### config.mk
export PLATFORM = sky130hd
export DESIGN_NAME = sw_cfg_table
export DESIGN_NICKNAME = d
export VERILOG_FILES = /design/src/rtl/sw_cfg_table.sv
export SDC_FILE = /design/constraint.sdc
export NUM_CORES = 1
export LEC_CHECK = 0
export ABC_CLOCK_PERIOD_IN_PS = 1600
export BUFFER_PORTS_ARGS = -buffer_cell sky130_fd_sc_hd__buf_2
export CORE_MARGIN = 2
export CORE_UTILIZATION = 35
export CTS_BUF_LIST = sky130_fd_sc_hd__clkbuf_8 sky130_fd_sc_hd__clkbuf_16
export CTS_CLUSTER_SIZE = 28
export DETAILED_ROUTE_END_ITERATION = 16
export PLACE_DENSITY = 0.57
export SETUP_SLACK_MARGIN = 0.15
export SLEW_MARGIN = 20
export SYNTH_ARGS = -nofsm -noshare
export SYNTH_HDL_FRONTEND = slang
export SYNTH_SLANG_ARGS = --single-unit
### constraint.sdc
create_clock -name clk -period 1.6 [get_ports clk]
set_input_delay 0.32 -clock clk [delete_from_list [all_inputs] [get_ports clk]]
set_output_delay 0.32 -clock clk [all_outputs]
set_load 0.005 [all_outputs]
### src/rtl/sw_cfg_table.sv
// sw_cfg_table: output-port address map for the packet router.
//   Software writes a shadow copy through the memory-config port. A commit
//   copies shadow to active in one edge, and only while the router is idle,
//   so the lookup never sees a half-updated map.
// Optional feature macro: SW_CFG_PARITY_EN. When defined, each active entry
//   carries an even-parity bit, and a sticky parity_err is raised.
// Ports:
//   clk, rst (async, active-low)
//   mem_en/mem_wr/mem_addr/mem_data : config access
//   mem_rdata/mem_rvalid            : registered read return, 1-cycle latency
//   router_idle                     : commit gate
//   port_addr                       : active table, entry i at [i*DATA_W +: DATA_W]
//   cfg_pending/cfg_commit/cfg_err/parity_err : status
// Address map: 0..NUM_PORTS-1 entries, NUM_PORTS CTRL, NUM_PORTS+1 STATUS.
module sw_cfg_table #(
  parameter int NUM_PORTS = 4,
  parameter int DATA_W    = 8,
  parameter int ADDR_W    = 3
) (
  input  logic                        clk,
  input  logic                        rst,
  input  logic                        mem_en,
  input  logic                        mem_wr,
  input  logic [ADDR_W-1:0]           mem_addr,
  input  logic [DATA_W-1:0]           mem_data,
  output logic [DATA_W-1:0]           mem_rdata,
  output logic                        mem_rvalid,
  input  logic                        router_idle,
  output logic [NUM_PORTS*DATA_W-1:0] port_addr,
  output logic                        cfg_pending,
  output logic                        cfg_commit,
  output logic                        cfg_err,
  output logic                        parity_err
);

  localparam logic [ADDR_W-1:0] A_CTRL = ADDR_W'(NUM_PORTS);
  localparam logic [ADDR_W-1:0] A_STAT = ADDR_W'(NUM_PORTS + 1);

  logic [NUM_PORTS-1:0][DATA_W-1:0] r_shadow, r_active;
  logic [NUM_PORTS-1:0]             r_dirty;
  logic                             r_pending, r_commit, r_err, r_rvalid;
  logic [DATA_W-1:0]                r_rdata;

  logic w_wr, w_rd, w_is_entry, w_is_ctrl, w_is_stat, w_unmapped_acc;
  logic w_ctrl_wr, w_commit_req, w_discard, w_err_clr, w_do_commit;
  logic [DATA_W-1:0] w_rd_mux;

  assign w_wr           = mem_en & mem_wr;
  assign w_rd           = mem_en & ~mem_wr;
  assign w_is_entry     = (mem_addr < A_CTRL);
  assign w_is_ctrl      = (mem_addr == A_CTRL);
  assign w_is_stat      = (mem_addr == A_STAT);
  assign w_unmapped_acc = mem_en & ~(w_is_entry | w_is_ctrl | w_is_stat);

  assign w_ctrl_wr    = w_wr & w_is_ctrl;
  assign w_commit_req = w_ctrl_wr & mem_data[0];
  // Commit wins over discard when both bits are written together.
  assign w_discard    = w_ctrl_wr & mem_data[1] & ~mem_data[0];
  assign w_err_clr    = w_ctrl_wr & mem_data[2];
  // Pending is registered, so a CTRL commit lands one edge after the write.
  assign w_do_commit  = r_pending & router_idle;

  always_comb begin
    w_rd_mux = '0;
    for (int i = 0; i < NUM_PORTS; i++)
      if (mem_addr == ADDR_W'(i)) w_rd_mux = r_shadow[i];
    if (w_is_stat) w_rd_mux[3:0] = {parity_err, r_err, |r_dirty, r_pending};
  end

  always_ff @(posedge clk or negedge rst) begin
    if (!rst) begin
      r_shadow  <= '0;
      r_active  <= '0;
      r_dirty   <= '0;
      r_pending <= 1'b0;
      r_commit  <= 1'b0;
      r_err     <= 1'b0;
      r_rvalid  <= 1'b0;
      r_rdata   <= '0;
    end else begin
      r_commit  <= w_do_commit;
      // A request seen while already pending (even on the commit edge) adds nothing.
      r_pending <= w_do_commit ? 1'b0 : (r_pending | w_commit_req);
      if (w_do_commit) begin
        r_active <= r_shadow;
        r_dirty  <= '0;
      end
      if (w_discard) begin
        r_shadow <= r_active;
        r_dirty  <= '0;
      end
      // Entry write after commit/discard: new data stays in shadow and is marked dirty.
      for (int i = 0; i < NUM_PORTS; i++)
        if (w_wr && w_is_entry && mem_addr == ADDR_W'(i)) begin
          r_shadow[i] <= mem_data;
          r_dirty[i]  <= 1'b1;
        end
      if (w_err_clr)      r_err <= 1'b0;
      if (w_unmapped_acc) r_err <= 1'b1;
      r_rvalid <= w_rd;
      if (w_rd) r_rdata <= w_rd_mux;
    end
  end

`ifdef SW_CFG_PARITY_EN
  logic [NUM_PORTS-1:0] r_par, w_par_bad;
  logic                 r_parity_err;

  always_comb begin
    w_par_bad = '0;
    for (int i = 0; i < NUM_PORTS; i++) w_par_bad[i] = (^r_active[i]) ^ r_par[i];
  end

  always_ff @(posedge clk or negedge rst) begin
    if (!rst) begin
      r_par        <= '0;
      r_parity_err <= 1'b0;
    end else if (w_do_commit) begin
      for (int i = 0; i < NUM_PORTS; i++) r_par[i] <= ^r_shadow[i];
      r_parity_err <= 1'b0;
    end else if (|w_par_bad) begin
      r_parity_err <= 1'b1;
    end
  end

  assign parity_err = r_parity_err;
`else
  assign parity_err = 1'b0;
`endif

  assign mem_rdata   = r_rdata;
  assign mem_rvalid  = r_rvalid;
  assign port_addr   = r_active;
  assign cfg_pending = r_pending;
  assign cfg_commit  = r_commit;
  assign cfg_err     = r_err;

endmodule

# Word-level counts from Yosys, hierarchy flattened
# Cells that the tools add are included.
[totals] in_bits=16 register_bits=80
[op_classes] reduce_logical=16 order_cmp=1 n_bitwise=15 n_eq_ne=5 muxes=19
[ops] op="$mux 8" n=8
[ops] op="$mux 32" n=1
[ops] op="$mux 4" n=3
[ops] op="$reduce_bool 3->1" n=4
[ops] op="$reduce_bool 2->1" n=5
[ops] op="$and 1x1->1" n=9
[ops] op="$mux 1" n=7
[ops] op="$eq 3x2->1 const B" n=2
[ops] op="$eq 3x3->1 const B" n=2
[ops] op="$logic_and 1x1->1" n=5
[ops] op="$reduce_or 4->1" n=1
[ops] op="$eq 3x1->1 const B" n=1
[ops] op="$logic_not 3->1" n=1
[ops] op="$lt 3x3->1 const B" n=1
[ops] op="$not 1->1" n=3
[ops] op="$or 1x1->1" n=3

# Longest topological paths before layout
# Gate-level depths: netlist of run 1.
[logic_depth] depth_word=6 mapped_depth=7

# Least setup slack after synthesis of run 1
# Ideal clock, no wire load.
[synth_path] path_kind="reg-to-reg" start="reg r_pending (netlist: cfg_pending)" end="reg r_active (netlist bit port_addr[2])" stages_incl_launch_ff=4 setup_slack_ns=0.138 required_time_ns=1.475 arrival_time_ns=1.338 synth_period_minus_slack_ns=1.462 path_buffers=1 setup_time_ns=0.125 path_cell_list="dfrtp_1 nand2_1 clkbuf_1 mux2_2"
[synth_between] elab_chain_cells=1
[synth_rtl] item="from (decl)" line="41" rtl="logic r_pending, r_commit, r_err, r_rvalid;"
[synth_rtl] item="from (signal assigned)" line="83" rtl="r_pending <= w_do_commit ? 1'b0 : (r_pending | w_commit_req);"
[synth_rtl] item="$and 1x1->1" line="61" rtl="assign w_do_commit = r_pending & router_idle;"
[synth_rtl] item="to (signal assigned)" line="85" rtl="r_active <= r_shadow;"
[synth_rtl] item="to (decl)" line="39" rtl="logic [NUM_PORTS-1:0][DATA_W-1:0] r_shadow, r_active;"
# No other way between the ends.
# A chain may end at the register's enable or synchronous reset.

# Worst setup path after layout of run 1
[layout_path] start="reg r_pending (netlist: cfg_pending)" end="reg r_active (netlist bit port_addr[20])"
# The elaborated chain is that of the path after synthesis.

==> results of run 1 <==
[routing by layer]
layer / vias to the layer above / wire [um] / track usage [%]
li1: 1261 / - / -
met1: 1399 / 4210 / 24.0
met2: 73 / 4370 / 27.4
met3: 12 / 307 / 2.88
met4: 0 / 146 / 6.76
met5: - / 0 / 0
[per-stage QoR]
| step | utilization (%) | cell area, sq um |
|---|---|---|
| 2_1_floorplan | - | 3520 |
| 3_3_place_gp | 42.6 | 4170 |
| 3_5_place_dp | 42.6 | 4170 |
| 4_1_cts | 45.2 | 4420 |
| 5_1_grt | 45.2 | 4420 |
| 6_report | 45.2 | 4420 |
[area by class of cell]
cell class / instances / area (sq um) / share of cell area (%)
Inverter: 5 / 18.8 / 0.425
Clock buffer: 9 / 124 / 2.80
Multi-Input combinational cell: 205 / 1390 / 31.5
Clock inverter: 7 / 120 / 2.72
Sequential cell: 80 / 2000 / 45.3
Tap cell: 133 / 166 / 3.77
Timing Repair Buffer: 87 / 598 / 13.5
[worst max-delay path: cells and delay by family (launching register included)]
kind	cells	cell delay, ps
buffers and inverters	1	200
flip-flops	1	420
multiplexers	1	350
AND/OR/NAND/NOR	1	200
[power by group]
part / internal [mW] / switching [mW]
clock network: 1.04 / 0.770
logic: 0.626 / 0.462
registers: 2.50 / 0.390
total: 4.17 / 1.62
[cells in the mapped netlist]
cell,count,share of area (%)
sky130_fd_sc_hd__buf_2,8,1.1
sky130_fd_sc_hd__a21oi_1,22,3.1
sky130_fd_sc_hd__nand4b_1,2,0.50
sky130_fd_sc_hd__mux2_2,33,11
sky130_fd_sc_hd__nor3_1,10,1.4
sky130_fd_sc_hd__nor2_1,30,3.2
sky130_fd_sc_hd__a32o_1,1,0.28
sky130_fd_sc_hd__and4bb_1,1,0.36
sky130_fd_sc_hd__nor4_1,1,0.18
sky130_fd_sc_hd__mux2i_1,3,0.85
sky130_fd_sc_hd__inv_1,5,0.53
sky130_fd_sc_hd__nand2_1,38,4.1
sky130_fd_sc_hd__and3_1,2,0.36
sky130_fd_sc_hd__nand3_1,7,1.0
sky130_fd_sc_hd__a211oi_1,1,0.21
sky130_fd_sc_hd__dfrtp_1,80,57
sky130_fd_sc_hd__o21ai_0,4,0.57
sky130_fd_sc_hd__a31oi_1,7,1.2
sky130_fd_sc_hd__nand2b_1,2,0.36
sky130_fd_sc_hd__o22ai_1,11,2.0
sky130_fd_sc_hd__nand4_1,3,0.53
sky130_fd_sc_hd__buf_6,1,0.32
sky130_fd_sc_hd__and3b_1,1,0.25
sky130_fd_sc_hd__o211ai_1,2,0.43
sky130_fd_sc_hd__and4_1,1,0.25
sky130_fd_sc_hd__mux4_2,7,4.5
sky130_fd_sc_hd__conb_1,1,0.11
sky130_fd_sc_hd__nor2b_1,1,0.18
sky130_fd_sc_hd__o21ai_1,2,0.28
sky130_fd_sc_hd__a22o_1,5,1.2
sky130_fd_sc_hd__buf_4,4,0.85
sky130_fd_sc_hd__clkbuf_1,7,0.75
sky130_fd_sc_hd__or2_1,1,0.18
sky130_fd_sc_hd__nand3_2,1,0.28
sky130_fd_sc_hd__nor3b_1,1,0.21
sky130_fd_sc_hd__a22oi_1,4,0.85
[layout by cell type, fill, tap and decap left out, drive strengths merged]
master       instances
a21oi               22
o21ai                6
bufinv               3
clkinv               2
and4bb               1
a32o                 1
nor2                30
nor4                 1
o22ai               11
nand2b               2
mux2i                3
a31oi                7
a22o                 5
a211oi               1
mux4                 7
nor3                10
nand2               38
nand4b               2
and4                 1
dfrtp               80
inv                  7
and3                 2
o211ai               2
nor3b                1
nor2b                1
mux2                33
nand3                8
buf                 86
nand4                3
dlygate4sd3          1
clkbuf               9
a22oi                4
or2                  1
and3b                1
conb                 1
[registers in the layout (all words and copies together) (netlist names)]
signal / count
port_addr: 32
r_shadow: 32
cfg_commit: 1
mem_rvalid: 1
cfg_pending: 1
cfg_err: 1
mem_rdata: 8
r_dirty: 4
[how the worst min path moves through the flow]
stage	start	endpoint	cells after the start
detailed placement	rst	port_addr[1]	1
finish	router_idle	cfg_pending	2
floorplan	rst	cfg_commit	0
global placement	rst	port_addr[9]	1
global route	router_idle	cfg_pending	2
CTS	router_idle	cfg_pending	2
[repair_timing]
| action | CTS | global route |
|---|---|---|
| buffers inserted | 0 | 0 |
| hold buffers | 1 | 0 |
| resized for setup | 0 | 0 |
| endpoints found under the hold margin | 26 | 0 |
[cells by family after synthesis]
logic type             after synthesis
AOI/OAI and AO/OA                   59
buffers and inverters               25
DFF                                 80
muxes                               43
other                                1
and+or+nand+nor                    102
==> impl_metrics.sql, run 1 <==
INSERT INTO impl_metrics (metric_group, metric, value, unit) VALUES
('status', 'run_status', 'completed', ''),
('worst_setup_path', 'max_fanout_on_critical_path', '19', ''),
('synth', 'post_synth_inst_count', '310', ''),
('detailed_routing', 'drc_errors', '0', ''),
('global_route', 'gr-total-overflow', '0', ''),
('global_route', 'grt.total_usage', '17.4', '%'),
('worst_setup_path', 'cp_data_required_time', '1820', 'ps'),
('sta', 'slew_violations', '0', ''),
('worst_setup_path', 'cp-endpoint', 'port_addr[20]', ''),
('detailed_routing', 'num_vias', '2745', ''),
('sta', 'unrepaired_setup_endpoints_after_global_routing', 'no', ''),
('worst_setup_path', 'rrSetupSlack', '310', 'ps'),
('worst_setup_path', 'endpoint_kind', 'flip-flop', ''),
('sta', 'timing.hold.ws', '170', 'ps'),
('worst_setup_path', 'critical_path.startpoint_type', 'flip-flop', ''),
('global_route', 'grt_first_pass_wirelength', '14.8', 'mm'),
('synth', 'synth_warn', '0', ''),
('worst_setup_path', 'cp_data_arrival_time', '1520', 'ps'),
('detailed_routing', 'first_pass_iters', '4', ''),
('floorplan', 'placeableCoreArea', '9770', 'sq um'),
('worst_setup_path', 'longest_individual_stage_delay_on_the_worst_path', '420', 'ps'),
('detailed_routing', 'postRouteWirelength', '9.03', 'mm'),
('floorplan', 'die_y', '104', 'um'),
('sta', 'fin_tns_setup', '0', 'ps'),
('worst_setup_path', 'cells_along_the_critical_path', 'nand2_1 -> buf_12 -> mux2_2', ''),
('worst_setup_path', 'worstRegToRegCells', '3', ''),
('power_and_ir_drop', 'power.density_cell_area', '1310', 'nW/um^2'),
('floorplan', 'initial_util', '36.0', '%'),
('synth', 'avgSynthCellArea', '11.3', 'sq um'),
('global_route', 'largest_net_degree_at_the_start_of_global_routing', '33', ''),
('synth', 'yosys.area_share.adder', '0', '%'),
('synth', 'synth_compound_area_share', '10.2', '%'),
('detailed_routing', 'avgRoutedWirePerCell', '17.2', 'um'),
('synth', 'main_combinational_cell_family_by_area_after_synthesis', 'multiplexers', ''),
('sta', 'final.setup_skew', '12.5', 'ps'),
('synth', 'mappedNetlistArea', '3520', 'sq um'),
('synth', 'synth.yosys.seq_area_share', '56.9', '%'),
('detailed_routing', 'route.detailed.vias_per_inst', '5.22', ''),
('sta', 'finalSetupViolations', '0', ''),
('place', 'post-dp-hpwl', '6.43', 'mm'),
('global_route', 'number_of_antenna_violations_at_the_first_check_in_global_routing', '0', ''),
('worst_setup_path', 'regToRegStartpoint', 'cfg_pending', ''),
('worst_setup_path', 'timing.critical_path.slowest_stage_cell', 'sky130_fd_sc_hd__dfrtp_1', ''),
('cells_and_area', 'non_filler_cells_final', '526', ''),
('synth', 'yosysUniqueCellTypes', '36', ''),
('place', 'portBuffers', '59', ''),
('detailed_routing', 'drt_iter0_drc', '106', ''),
('cts', 'clkSinkCount', '80', ''),
('synth', 'fraction_of_synthesized_cell_area_in_xor_and_xnor_cells', '0', '%'),
('cells_and_area', 'nFillCells', '922', ''),
('floorplan', 'die_width', '104', 'um'),
('cts', 'cts_made_buffers', '9', ''),
('cts', 'clk_latency', '350', 'ps'),
('cts', 'cts_tree', 'built', ''),
('global_route', 'number_of_global_route_vias_before_repair', '2785', ''),
('sta', 'final-hold-violation-count', '0', ''),
('cts', 'clock_tree.buffer_depth', '2', ''),
('power_and_ir_drop', 'static-leakage-power', '2.19', 'nW'),
('detailed_routing', 'postRouteAntennaNets', '0', ''),
('synth', 'syn_nets', '326', ''),
('place', 'pre_cts_slack', '33.0', 'ps'),
('sta', 'final.min_clock_period', '1290', 'ps'),
('sta', 'finalWorstSetupSlack', '307', 'ps'),
('floorplan', 'std_cell_rows', '36', ''),
('synth', 'post_synth_and_or_nand_nor_area_fraction', '13.3', '%'),
('cells_and_area', 'antenna_cells', '0', ''),
('power_and_ir_drop', 'ir_worst_vdd', '0.426', 'mV'),
('cells_and_area', 'syn_to_layout_area_delta', '25.6', '%'),
('place', 'routabilityCongestion', '0.814', ''),
('cells_and_area', 'drive_gt1_share', '36.1', '%'),
('cts', 'htree_levels', '3', '');
(Power assumes the default switching activity.)
==> run 2, diff against run 1 <==
--- a/config.mk
+++ b/config.mk
@@ -5,7 +5,7 @@
 export SDC_FILE = /design/constraint.sdc
 export NUM_CORES = 1
 export LEC_CHECK = 0
-export ABC_CLOCK_PERIOD_IN_PS = 1600
+export ABC_CLOCK_PERIOD_IN_PS = 1240
 export BUFFER_PORTS_ARGS = -buffer_cell sky130_fd_sc_hd__buf_2
 export CORE_MARGIN = 2
 export CORE_UTILIZATION = 35
==> constraint.sdc (replaced) <==
create_clock -name clk -period 1.24 [get_ports clk]
set_input_delay 0.248 -clock clk [delete_from_list [all_inputs] [get_ports clk]]
set_output_delay 0.248 -clock clk [all_outputs]
set_load 0.005 [all_outputs]
==> run 2 against run 1 <==
- the flow now finishes with violations (setup timing)
- largest cell class unchanged
- clock power up 22%
- design area grew 27%
- die area unchanged
==> impl_metrics.sql, run 2 (synthesis results as in run 1) <==
INSERT INTO impl_metrics (metric_group, metric, value, unit) VALUES
('detailed_routing', 'num_vias', '3162', ''),
('cells_and_area', 'antenna_cells', '0', ''),
('worst_setup_path', 'worstRegToRegCells', '4', ''),
('sta', 'final-hold-violation-count', '0', ''),
('cts', 'cts_made_buffers', '9', ''),
('detailed_routing', 'first_pass_iters', '4', ''),
('sta', 'tightest_slew', '558', 'ps'),
('status', 'run_status', 'finished with violations', ''),
('power_and_ir_drop', 'finalPower', '8.76', 'mW'),
('status', 'failed_checks', 'setup timing', ''),
('worst_setup_path', 'longest_individual_stage_delay_on_the_worst_path', '420', 'ps'),
('power_and_ir_drop', 'ir_worst_vdd', '0.573', 'mV'),
('worst_setup_path', 'endpoint_kind', 'output port', ''),
('cells_and_area', 'post-route-util', '57.3', '%'),
('floorplan', 'die-area', '10900', 'sq um'),
('power_and_ir_drop', 'power.density_cell_area', '1560', 'nW/um^2'),
('global_route', 'largest_net_degree_at_the_start_of_global_routing', '48', ''),
('sta', 'slew_violations', '0', ''),
('worst_setup_path', 'cp_data_arrival_time', '1000', 'ps'),
('global_route', 'gr-total-overflow', '0', ''),
('sta', 'headroom_to_the_max_slew_limit', '62.6', '%'),
('floorplan', 'placeableCoreArea', '9770', 'sq um'),
('worst_setup_path', 'cp_common_cell', 'sky130_fd_sc_hd__buf_6', ''),
('cells_and_area', 'mostFrequentLayoutCell', 'sky130_fd_sc_hd__buf_4', ''),
('cells_and_area', 'final_cell_mix', 'sky130_fd_sc_hd__buf_4 (116), sky130_fd_sc_hd__dfrtp_1 (80), sky130_fd_sc_hd__buf_2 (55), sky130_fd_sc_hd__nand2_1 (33), sky130_fd_sc_hd__mux2_4 (32)', ''),
('place', 'post-dp-hpwl', '6.63', 'mm'),
('detailed_routing', 'postRouteAntennaNets', '0', ''),
('cells_and_area', 'syn_to_layout_area_delta', '59.3', '%'),
('worst_setup_path', 'timing_worst_setup_path_type', 'reg2out', ''),
('power_and_ir_drop', 'static-leakage-power', '2.93', 'nW'),
('min_path', 'whs_path_depth', '2', ''),
('cells_and_area', 'nNetsFinal', '509', ''),
('global_route', 'number_of_global_route_vias_before_repair', '3200', ''),
('flow_run', 'max_cap_violations', '0', ''),
('floorplan', 'die_width', '104', 'um'),
('floorplan', 'initial_util', '36.0', '%'),
('sta', 'final.min_clock_period', '1250', 'ps'),
('place', 'portBuffers', '59', ''),
('detailed_routing', 'avgRoutedWirePerCell', '17.2', 'um'),
('worst_setup_path', 'critical_path.startpoint_type', 'flip-flop', ''),
('cts', 'htree_levels', '3', ''),
('cts', 'cts_tree', 'built', ''),
('detailed_routing', 'route.detailed.vias_per_inst', '5.01', ''),
('sta', 'final.setup_skew', '8.80', 'ps'),
('detailed_routing', 'postRouteWirelength', '10.8', 'mm'),
('sta', 'finalWorstSetupSlack', '-6.23', 'ps'),
('cts', 'clk_latency', '350', 'ps'),
('floorplan', 'num_io_pins', '61', ''),
('cells_and_area', 'nFillCells', '848', ''),
('sta', 'fmaxAchievable', '802', 'MHz'),
('cts', 'clock_tree.buffer_depth', '2', ''),
('worst_setup_path', 'timing.critical_path.slowest_stage_cell', 'sky130_fd_sc_hd__dfrtp_1', ''),
('sta', 'unrepaired_setup_endpoints_after_global_routing', 'yes', ''),
('sta', 'finalSetupViolations', '1', ''),
('detailed_routing', 'drt_iter0_drc', '132', ''),
('place', 'routabilityCongestion', '0.823', ''),
('global_route', 'grt_first_pass_wirelength', '16.8', 'mm'),
('worst_setup_path', 'cells_along_the_critical_path', 'buf_6 -> buf_6', ''),
('floorplan', 'die_y', '104', 'um'),
('cts', 'cts_root_buf', 'sky130_fd_sc_hd__clkbuf_8', ''),
('floorplan', 'std_cell_rows', '36', ''),
('worst_setup_path', 'cp_data_required_time', '990', 'ps'),
('worst_setup_path', 'max_fanout_on_critical_path', '2', ''),
('global_route', 'grt.total_usage', '19.7', '%'),
('global_route', 'number_of_antenna_violations_at_the_first_check_in_global_routing', '0', ''),
('sta', 'period_utilization', '101', '%'),
('cts', 'clkSinkCount', '80', ''),
('cts', 'reg_clk_slew_reported_paths', '70', 'ps'),
('detailed_routing', 'drc_errors', '0', ''),
('cells_and_area', 'drive_gt1_share', '55.4', '%'),
('min_path', 'hold_path.class', 'in2reg', '');
[run 2: cell types whose count changed in the layout (fill, tap and decap cells not counted), moves of 4 or more]
cell,delta
sky130_fd_sc_hd__nand2_1,-5
sky130_fd_sc_hd__nor3_1,-5
sky130_fd_sc_hd__a21oi_2,+4
sky130_fd_sc_hd__a21oi_1,-5
sky130_fd_sc_hd__buf_6,+6
sky130_fd_sc_hd__buf_4,+95
sky130_fd_sc_hd__mux2_2,-32
sky130_fd_sc_hd__nor3_2,+5
sky130_fd_sc_hd__mux2_4,+32
[run 2: stage by stage]
stage                     hold slack [ps]  area [sq um]  setup slack (ps)  setup TNS (ps)  std cells
after floorplan                     -47.6          3730             -70.8           -1800        310
after global placement               82.7          4480              -168           -4870        530
after detailed placement             83.6          4480              -229           -6190        530
after CTS                             126          5260             -22.1           -22.1        606
after global routing                  128          5600             -46.6            -145        631
final                                 137          5600             -6.23           -6.23        631
[run 2: final timing paths]
check / from / endpoint / slack (ps)
worst max-delay path: cfg_pending / cfg_pending / -6
worst min-delay path: router_idle / cfg_pending / 140
worst max register to register: cfg_pending / port_addr[15] / 0
worst min register to register: r_dirty[0] / r_dirty[0] / 520
max in group asynchronous: rst / port_addr[22] / 500
min in group asynchronous: rst / port_addr[9] / 250
[run 2: critical path: cells and delay by family (launching register included)]
| kind | cells | cell delay [ps] |
|---|---|---|
| buf+inv | 2 | 230 |
| flops | 1 | 420 |
[run 2: repair_timing]
item | 4_1_cts | 5_1_grt
hold endpoints to repair | 80 | 0
endpoints found under the setup margin | 84 | 92
pin swaps | 2 | 17
gates cloned | 1 | 3
buffers inserted | 58 | 22
resized for setup | 16 | 25
hold buffers | 1 | 0
[run 2: cell type report]
class                      count  area (sq um)  area share, %
multi-input combinational    205          1660           29.6
clock buffer                  11           151           2.70
timing repair buffer         192          1530           27.2
sequential                    80          2000           35.7
inverter                       5          18.8          0.335
clock inverter                 5          80.1           1.43
tap                          133           166           2.97
[run 2: per-layer routing]
metal	vias up	routed length, um	track usage [%]
met5	-	0	0
met4	0	148	7.92
met3	11	416	2.94
met2	90	5300	31.1
met1	1587	4970	27.2
li1	1474	-	-
[run 2: report_power, final]
| group | total [mW] | internal (mW) | switching (mW) |
|---|---|---|---|
| Sequential | 3.61 | 3.23 | 0.386 |
| Combinational | 2.94 | 1.88 | 1.06 |
| Clock | 2.21 | 1.24 | 0.971 |
